==> src/rtl/uart_pkg.sv <==
// Shared UART definitions: byte width, bit timing, default frame watchdog
// and the arbiter state encoding.
package uart_pkg;

  localparam int DATA_W       = 8;
  localparam int CLK_HZ       = 100_000_000;
  localparam int BAUD         = 115_200;
  localparam int CLKS_PER_BIT = CLK_HZ / BAUD;
  localparam int FRAME_BITS   = 10;

  // Two full frames of slack, rounded up to a multiple of 5000 clocks.
  localparam int TIMEOUT_CYCLES =
    ((2 * FRAME_BITS * CLKS_PER_BIT + 4999) / 5000) * 5000;

  typedef enum logic [1:0] {
    IDLE = 2'd0,
    SEND = 2'd1,
    GAP  = 2'd2
  } arb_state_t;

endpackage

==> src/rtl/uart_rr_pick.sv <==
// Round-robin picker: returns the first set request at or after ptr_i,
// wrapping modulo N, plus a flag saying whether any request is set.
module uart_rr_pick #(
  parameter int N     = 4,
  parameter int IDX_W = $clog2(N)
) (
  input  logic [N-1:0]     req_i,
  input  logic [IDX_W-1:0] ptr_i,
  output logic [IDX_W-1:0] grant_o,
  output logic             any_o
);

  // Walk offsets from farthest to nearest so the nearest valid index wins.
  always_comb begin
    logic [IDX_W-1:0] idx;
    grant_o = '0;
    any_o   = 1'b0;
    idx     = '0;
    for (int k = N - 1; k >= 0; k--) begin
      idx     = IDX_W'((int'(ptr_i) + k) % N);
      grant_o = req_i[idx] ? idx : grant_o;
      any_o   = any_o | req_i[idx];
    end
  end

endmodule

==> src/rtl/uart_tx_arbiter.sv <==
// Shares one uart_tx between N_REQ byte producers. Round-robin grant, one
// frame per grant, enforced idle gap, watchdog on a stuck transmitter.
module uart_tx_arbiter #(
  parameter int  N_REQ          = 4,
  parameter int  DATA_W         = uart_pkg::DATA_W,
  parameter int  GAP_CYCLES     = 2,
  parameter int  TIMEOUT_CYCLES = uart_pkg::TIMEOUT_CYCLES,
  parameter int  TO_W           = 16,
  localparam int ID_W           = $clog2(N_REQ)
) (
  input  logic                    clock,
  input  logic                    reset,
  input  logic [N_REQ-1:0]        req_valid,
  input  logic [N_REQ*DATA_W-1:0] req_data,
  output logic [N_REQ-1:0]        req_ready,
  output logic [ID_W-1:0]         grant_id,
  output logic [DATA_W-1:0]       tx_byte,
  output logic                    tx_enable,
  input  logic                    tx_done,
  output logic                    busy,
  output logic                    timeout_err
);

  import uart_pkg::*;

  arb_state_t        state_q, state_d;
  logic [ID_W-1:0]   ptr_q, ptr_d;
  logic [TO_W-1:0]   cnt_q, cnt_d;
  logic [N_REQ-1:0]  ready_q, ready_d;
  logic [ID_W-1:0]   gid_q, gid_d;
  logic [DATA_W-1:0] byte_q, byte_d;
  logic              en_q, en_d;
  logic              busy_q, busy_d;
  logic              err_q, err_d;
  logic [ID_W-1:0]   pick_s;
  logic              any_s;

  uart_rr_pick #(
    .N     (N_REQ),
    .IDX_W (ID_W)
  ) u_pick (
    .req_i   (req_valid),
    .ptr_i   (ptr_q),
    .grant_o (pick_s),
    .any_o   (any_s)
  );

  // Next state and next registered outputs; outputs follow the next state.
  always_comb begin
    state_d = state_q;
    ptr_d   = ptr_q;
    cnt_d   = cnt_q;
    gid_d   = gid_q;
    byte_d  = byte_q;
    ready_d = '0;
    err_d   = 1'b0;
    case (state_q)
      IDLE: begin
        if (any_s) begin
          state_d         = SEND;
          gid_d           = pick_s;
          byte_d          = req_data[int'(pick_s) * DATA_W +: DATA_W];
          ptr_d           = (pick_s == ID_W'(N_REQ - 1)) ? '0 : pick_s + ID_W'(1);
          cnt_d           = '0;
          ready_d[pick_s] = 1'b1;
        end else begin
          state_d = IDLE;
        end
      end
      SEND: begin
        if (tx_done) begin
          // A done landing on the watchdog cycle still counts as a good frame.
          state_d = GAP;
          cnt_d   = '0;
        end else if (cnt_q == TO_W'(TIMEOUT_CYCLES - 1)) begin
          state_d = GAP;
          cnt_d   = '0;
          err_d   = 1'b1;
        end else begin
          cnt_d = cnt_q + TO_W'(1);
        end
      end
      GAP: begin
        if (cnt_q == TO_W'(GAP_CYCLES - 1)) begin
          state_d = IDLE;
          cnt_d   = '0;
        end else begin
          cnt_d = cnt_q + TO_W'(1);
        end
      end
      default: begin
        state_d = IDLE;
        cnt_d   = '0;
      end
    endcase
    en_d   = (state_d == SEND);
    busy_d = (state_d != IDLE);
  end

  // State, counter and registered outputs with synchronous reset.
  always_ff @(posedge clock) begin
    if (reset) begin
      state_q <= IDLE;
      ptr_q   <= '0;
      cnt_q   <= '0;
      ready_q <= '0;
      gid_q   <= '0;
      byte_q  <= '0;
      en_q    <= 1'b0;
      busy_q  <= 1'b0;
      err_q   <= 1'b0;
    end else begin
      state_q <= state_d;
      ptr_q   <= ptr_d;
      cnt_q   <= cnt_d;
      ready_q <= ready_d;
      gid_q   <= gid_d;
      byte_q  <= byte_d;
      en_q    <= en_d;
      busy_q  <= busy_d;
      err_q   <= err_d;
    end
  end

  assign req_ready   = ready_q;
  assign grant_id    = gid_q;
  assign tx_byte     = byte_q;
  assign tx_enable   = en_q;
  assign busy        = busy_q;
  assign timeout_err = err_q;

endmodule
==> config.mk <==
export PLATFORM = sky130hd
export DESIGN_NAME = uart_tx_arbiter
export DESIGN_NICKNAME = d
export VERILOG_FILES = /design/src/rtl/uart_pkg.sv /design/src/rtl/uart_rr_pick.sv /design/src/rtl/uart_tx_arbiter.sv
export SDC_FILE = /design/constraint.sdc
export NUM_CORES = 1
export LEC_CHECK = 0
export CAP_MARGIN = 5
export CORE_UTILIZATION = 52
export CTS_CLUSTER_DIAMETER = 30
export DETAILED_ROUTE_END_ITERATION = 6
export HOLD_SLACK_MARGIN = 0.15
export PLACE_DENSITY_LB_ADDON = 0.25
export SYNTH_ARGS = -nofsm -noshare
export SYNTH_HDL_FRONTEND = slang
export SYNTH_SLANG_ARGS = --single-unit
==> constraint.sdc <==
create_clock -name clock -period 2.8 [get_ports clock]
set_input_delay 0.56 -clock clock [delete_from_list [all_inputs] [get_ports clock]]
set_output_delay 0.56 -clock clock [all_outputs]
set_load 0.01 [all_outputs]
==> impl_metrics.csv <==
group,metric,value,unit
status,status,"completed",
layout,fin_cells,337,
clock_network,root_buffer,"clkbuf_8",
layout,n_antenna_cell,0,
yosys,synth_compound_area_share,20.5,%
yosys,synthArstFlopShare,0,%
worst_setup_path,critical_path_class,"in2reg",
sta,holdWs,461,ps
sta,fmax,0.450,GHz
worst_setup_path,slowest_stage,"clkdlybuf4s50_1",
flow_run,drv_cap,0,
sta,finalHoldViolCount,0,
layout,layout_common_cells,"clkdlybuf4s50_1 (55), dfxtp_1 (37), nand2_1 (22), nor2_1 (20), buf_4 (11)",
global_routing,antenna_found_initial,0,
yosys,synth_top_family_by_area,"simple AND/OR/NAND/NOR gates",
yosys,synth_seq_cells,37,
clock_network,clk_latency,300,ps
sta,tns,0,ps
sta,setup_viol,0,
clock_network,cts.reportedPaths.clkPinSlew,80,ps
yosys,syn_area,2040,um^2
floorplan,die_w,64.7,um
global_routing,grt_first_pass_wirelength,8.47,mm
clock_network,postCtsHoldBufs,0,
global_routing,grt_max_degree,17,
power_and_ir_drop,p_int,0.969,mW
drt,drt_iter0_markers,155,
power_and_ir_drop,power_frac_seq,43.5,%
floorplan,core,3720,um^2
clock_network,cts_setup_buffers,0,
power_and_ir_drop,pwr_density_cell,495,nW/um^2
floorplan,start_util,54.9,%
drt,wirelength,4.97,mm
sta,tightest_slew,515,ps
yosys,synthCells,221,
sta,maxSlewViolCount,0,
clock_network,cts_max_path_buffers,2,
layout,syn_to_final_growth,36.2,%
yosys,synth-simple-area-share,24.5,%
worst_setup_path,crit_arrival,2440,ps
sta,fin_crit,2220,ps
sta,rsz0062_at_grt,"no",
power_and_ir_drop,clkPwrFrac,26.4,%
worst_setup_path,path_cells,"clkdlybuf4s50_1 > nor4_4 > nand2_2 > a21o_2 > a211oi_1",
placement,placedCellCount,329,
drt,drc,0,
yosys,synth_xor_area_share,5.58,%
yosys,yosysWarnings,0,
yosys,ys_types,47,
floorplan,die-area,4180,um^2
floorplan,placementRows,22,
layout,multi_input_area,1240,um^2
placement,gp_congestion,0.822,
worst_hold_path,worstHoldPathType,"reg2reg",
layout,final_common_cell,"clkdlybuf4s50_1",
yosys,ys_seq_area_share,36.3,%
worst_setup_path,critPathRequiredTime,3010,ps
drt,viasPerCell,5.73,
floorplan,io_pins,56,
sta,slew_headroom,65.4,%
yosys,synth_edf_count,0,
power_and_ir_drop,p_sw_share,29.6,%
clock_network,cts_tree,"done",
layout,nNetsFinal,337,
yosys,synth_fa_ha_area_share,6.13,%
sta,finalWorstSetupSlack,575,ps
global_routing,overflow,0,
worst_setup_path,max_stage_delay,560,ps
placement,dp_hpwl,3.71,mm
yosys,avgSynthCellArea,9.24,um^2
power_and_ir_drop,power_switching,0.408,mW
clock_network,cts_made_buffers,5,
clock_network,cts.sinks,37,
global_routing,first_global_vias,1805,
power_and_ir_drop,p_leak,0.995,nW
yosys,synthMuxAreaShare,3.92,%
placement,dp_slack,310,ps
sta,skew,13.8,ps
layout,layout-drive-gt1-share,10.0,%
worst_setup_path,start_kind,"input port",
drt,post_drt_wl_per_cell,14.7,um
power_and_ir_drop,ir_drop,0.426,mV
layout,nFillCells,279,
worst_setup_path,cp-end-kind,"flip-flop",
clock_network,cts_resized,0,
global_routing,grt_usage,26.4,%
placement,port_buffers,55,
yosys,ys.flop_type,"dfxtp_1",
yosys,syn_nets,270,
clock_network,htreeDepth,2,
drt,dr.pass1.iters,4,
power_and_ir_drop,pwr-share-comb,30.1,%
drt,drtAntennaViolNets,0,
sta,fin_crit_sh,79.5,%
layout,seqCellArea,741,um^2
drt,vias,1931,
power_and_ir_drop,p_total,1.38,mW
worst_setup_path,crit_fanout,15,
floorplan,die_h,64.7,um
-- layout make-up --
cell class / instances / share of cell area (%)
multi-input cells: 171 / 44.5
flip-flops and latches: 37 / 26.6
repair buffers: 66 / 22.8
clock buffers: 6 / 2.61
well taps: 48 / 2.16
inverters: 7 / 0.945
clock inverters: 2 / 0.360
-- metal layers --
metal  track usage [%]  part of all wire, %
met5                 0                    0
met4              12.5                  2.5
met3              5.81                  5.1
met2              44.2                   47
met1              31.9                   45
-- power by group through the flow --
stage | clock, mW | sequential, mW | combinational, mW
floorplan | 0 | 0.625 | 0.202
global placement | 0 | 0.609 | 0.403
detailed placement | 0 | 0.611 | 0.412
CTS | 0.371 | 0.599 | 0.415
global route | 0.388 | 0.604 | 0.453
finish | 0.363 | 0.599 | 0.414
-- through the flow --
stage | utilization, % | cell area (um^2)
finish | 74.8 | 2780
CTS | 74.8 | 2780
detailed placement | 72.6 | 2700
global route | 74.8 | 2780
global placement | 72.6 | 2700
floorplan | - | 2040
-- final timing paths --
kind | startpoint | end | slack, ps | cells after the start
setup / recovery | req_valid[1] | cnt_q[1] | 580 | 5
setup reg to reg | cnt_q[0] | cnt_q[1] | 860 | 6
hold / removal | grant_id[0] | grant_id[0] | 460 | 2
hold reg to reg | grant_id[0] | grant_id[0] | 460 | 2
-- state kept, by name (all words and copies together) (netlist names) --
name	count
busy	1
cnt_q	16
grant_id	2
ptr_q	2
req_ready	4
state_q	2
timeout_err	1
tx_byte	8
tx_enable	1
-- cell families after synthesis --
family,after synthesis
mux,8
compound gates,53
xor+xnor,13
fa+ha+maj,10
simple gates,87
buf+inv,13
flops,37
-- worst max-delay path, delay by kind of cell --
| kind | cells | cell delay, ps |
|---|---|---|
| simple gates | 2 | 740 |
| buf+inv | 1 | 560 |
| compound gates | 2 | 580 |
-- synth_stat cells, types with 2 or more instances --
cell type	count	area (um^2)
nand2b_1	6	37.5
nand4_1	3	18.8
and2_1	4	25.0
and3_1	2	12.5
nor3_1	3	15.0
nor2b_1	2	12.5
o21ai_1	2	10.0
o21a_1	2	15.0
o21ai_0	8	40.0
o211ai_1	9	67.6
inv_1	7	26.3
a21o_1	2	15.0
mux2i_1	8	80.1
clkbuf_1	2	7.51
nand2_1	22	82.6
nand3_1	3	15.0
dfxtp_1	37	741
nor2_1	20	75.1
buf_2	2	10.0
xnor2_1	6	52.6
and4_1	5	43.8
xor2_1	7	61.3
a21oi_1	3	15.0
a41oi_1	4	35.0
a211oi_1	6	45.0
nor4b_1	9	78.8
ha_1	10	125
o31a_1	8	70.1
(Power assumes the default switching activity.)
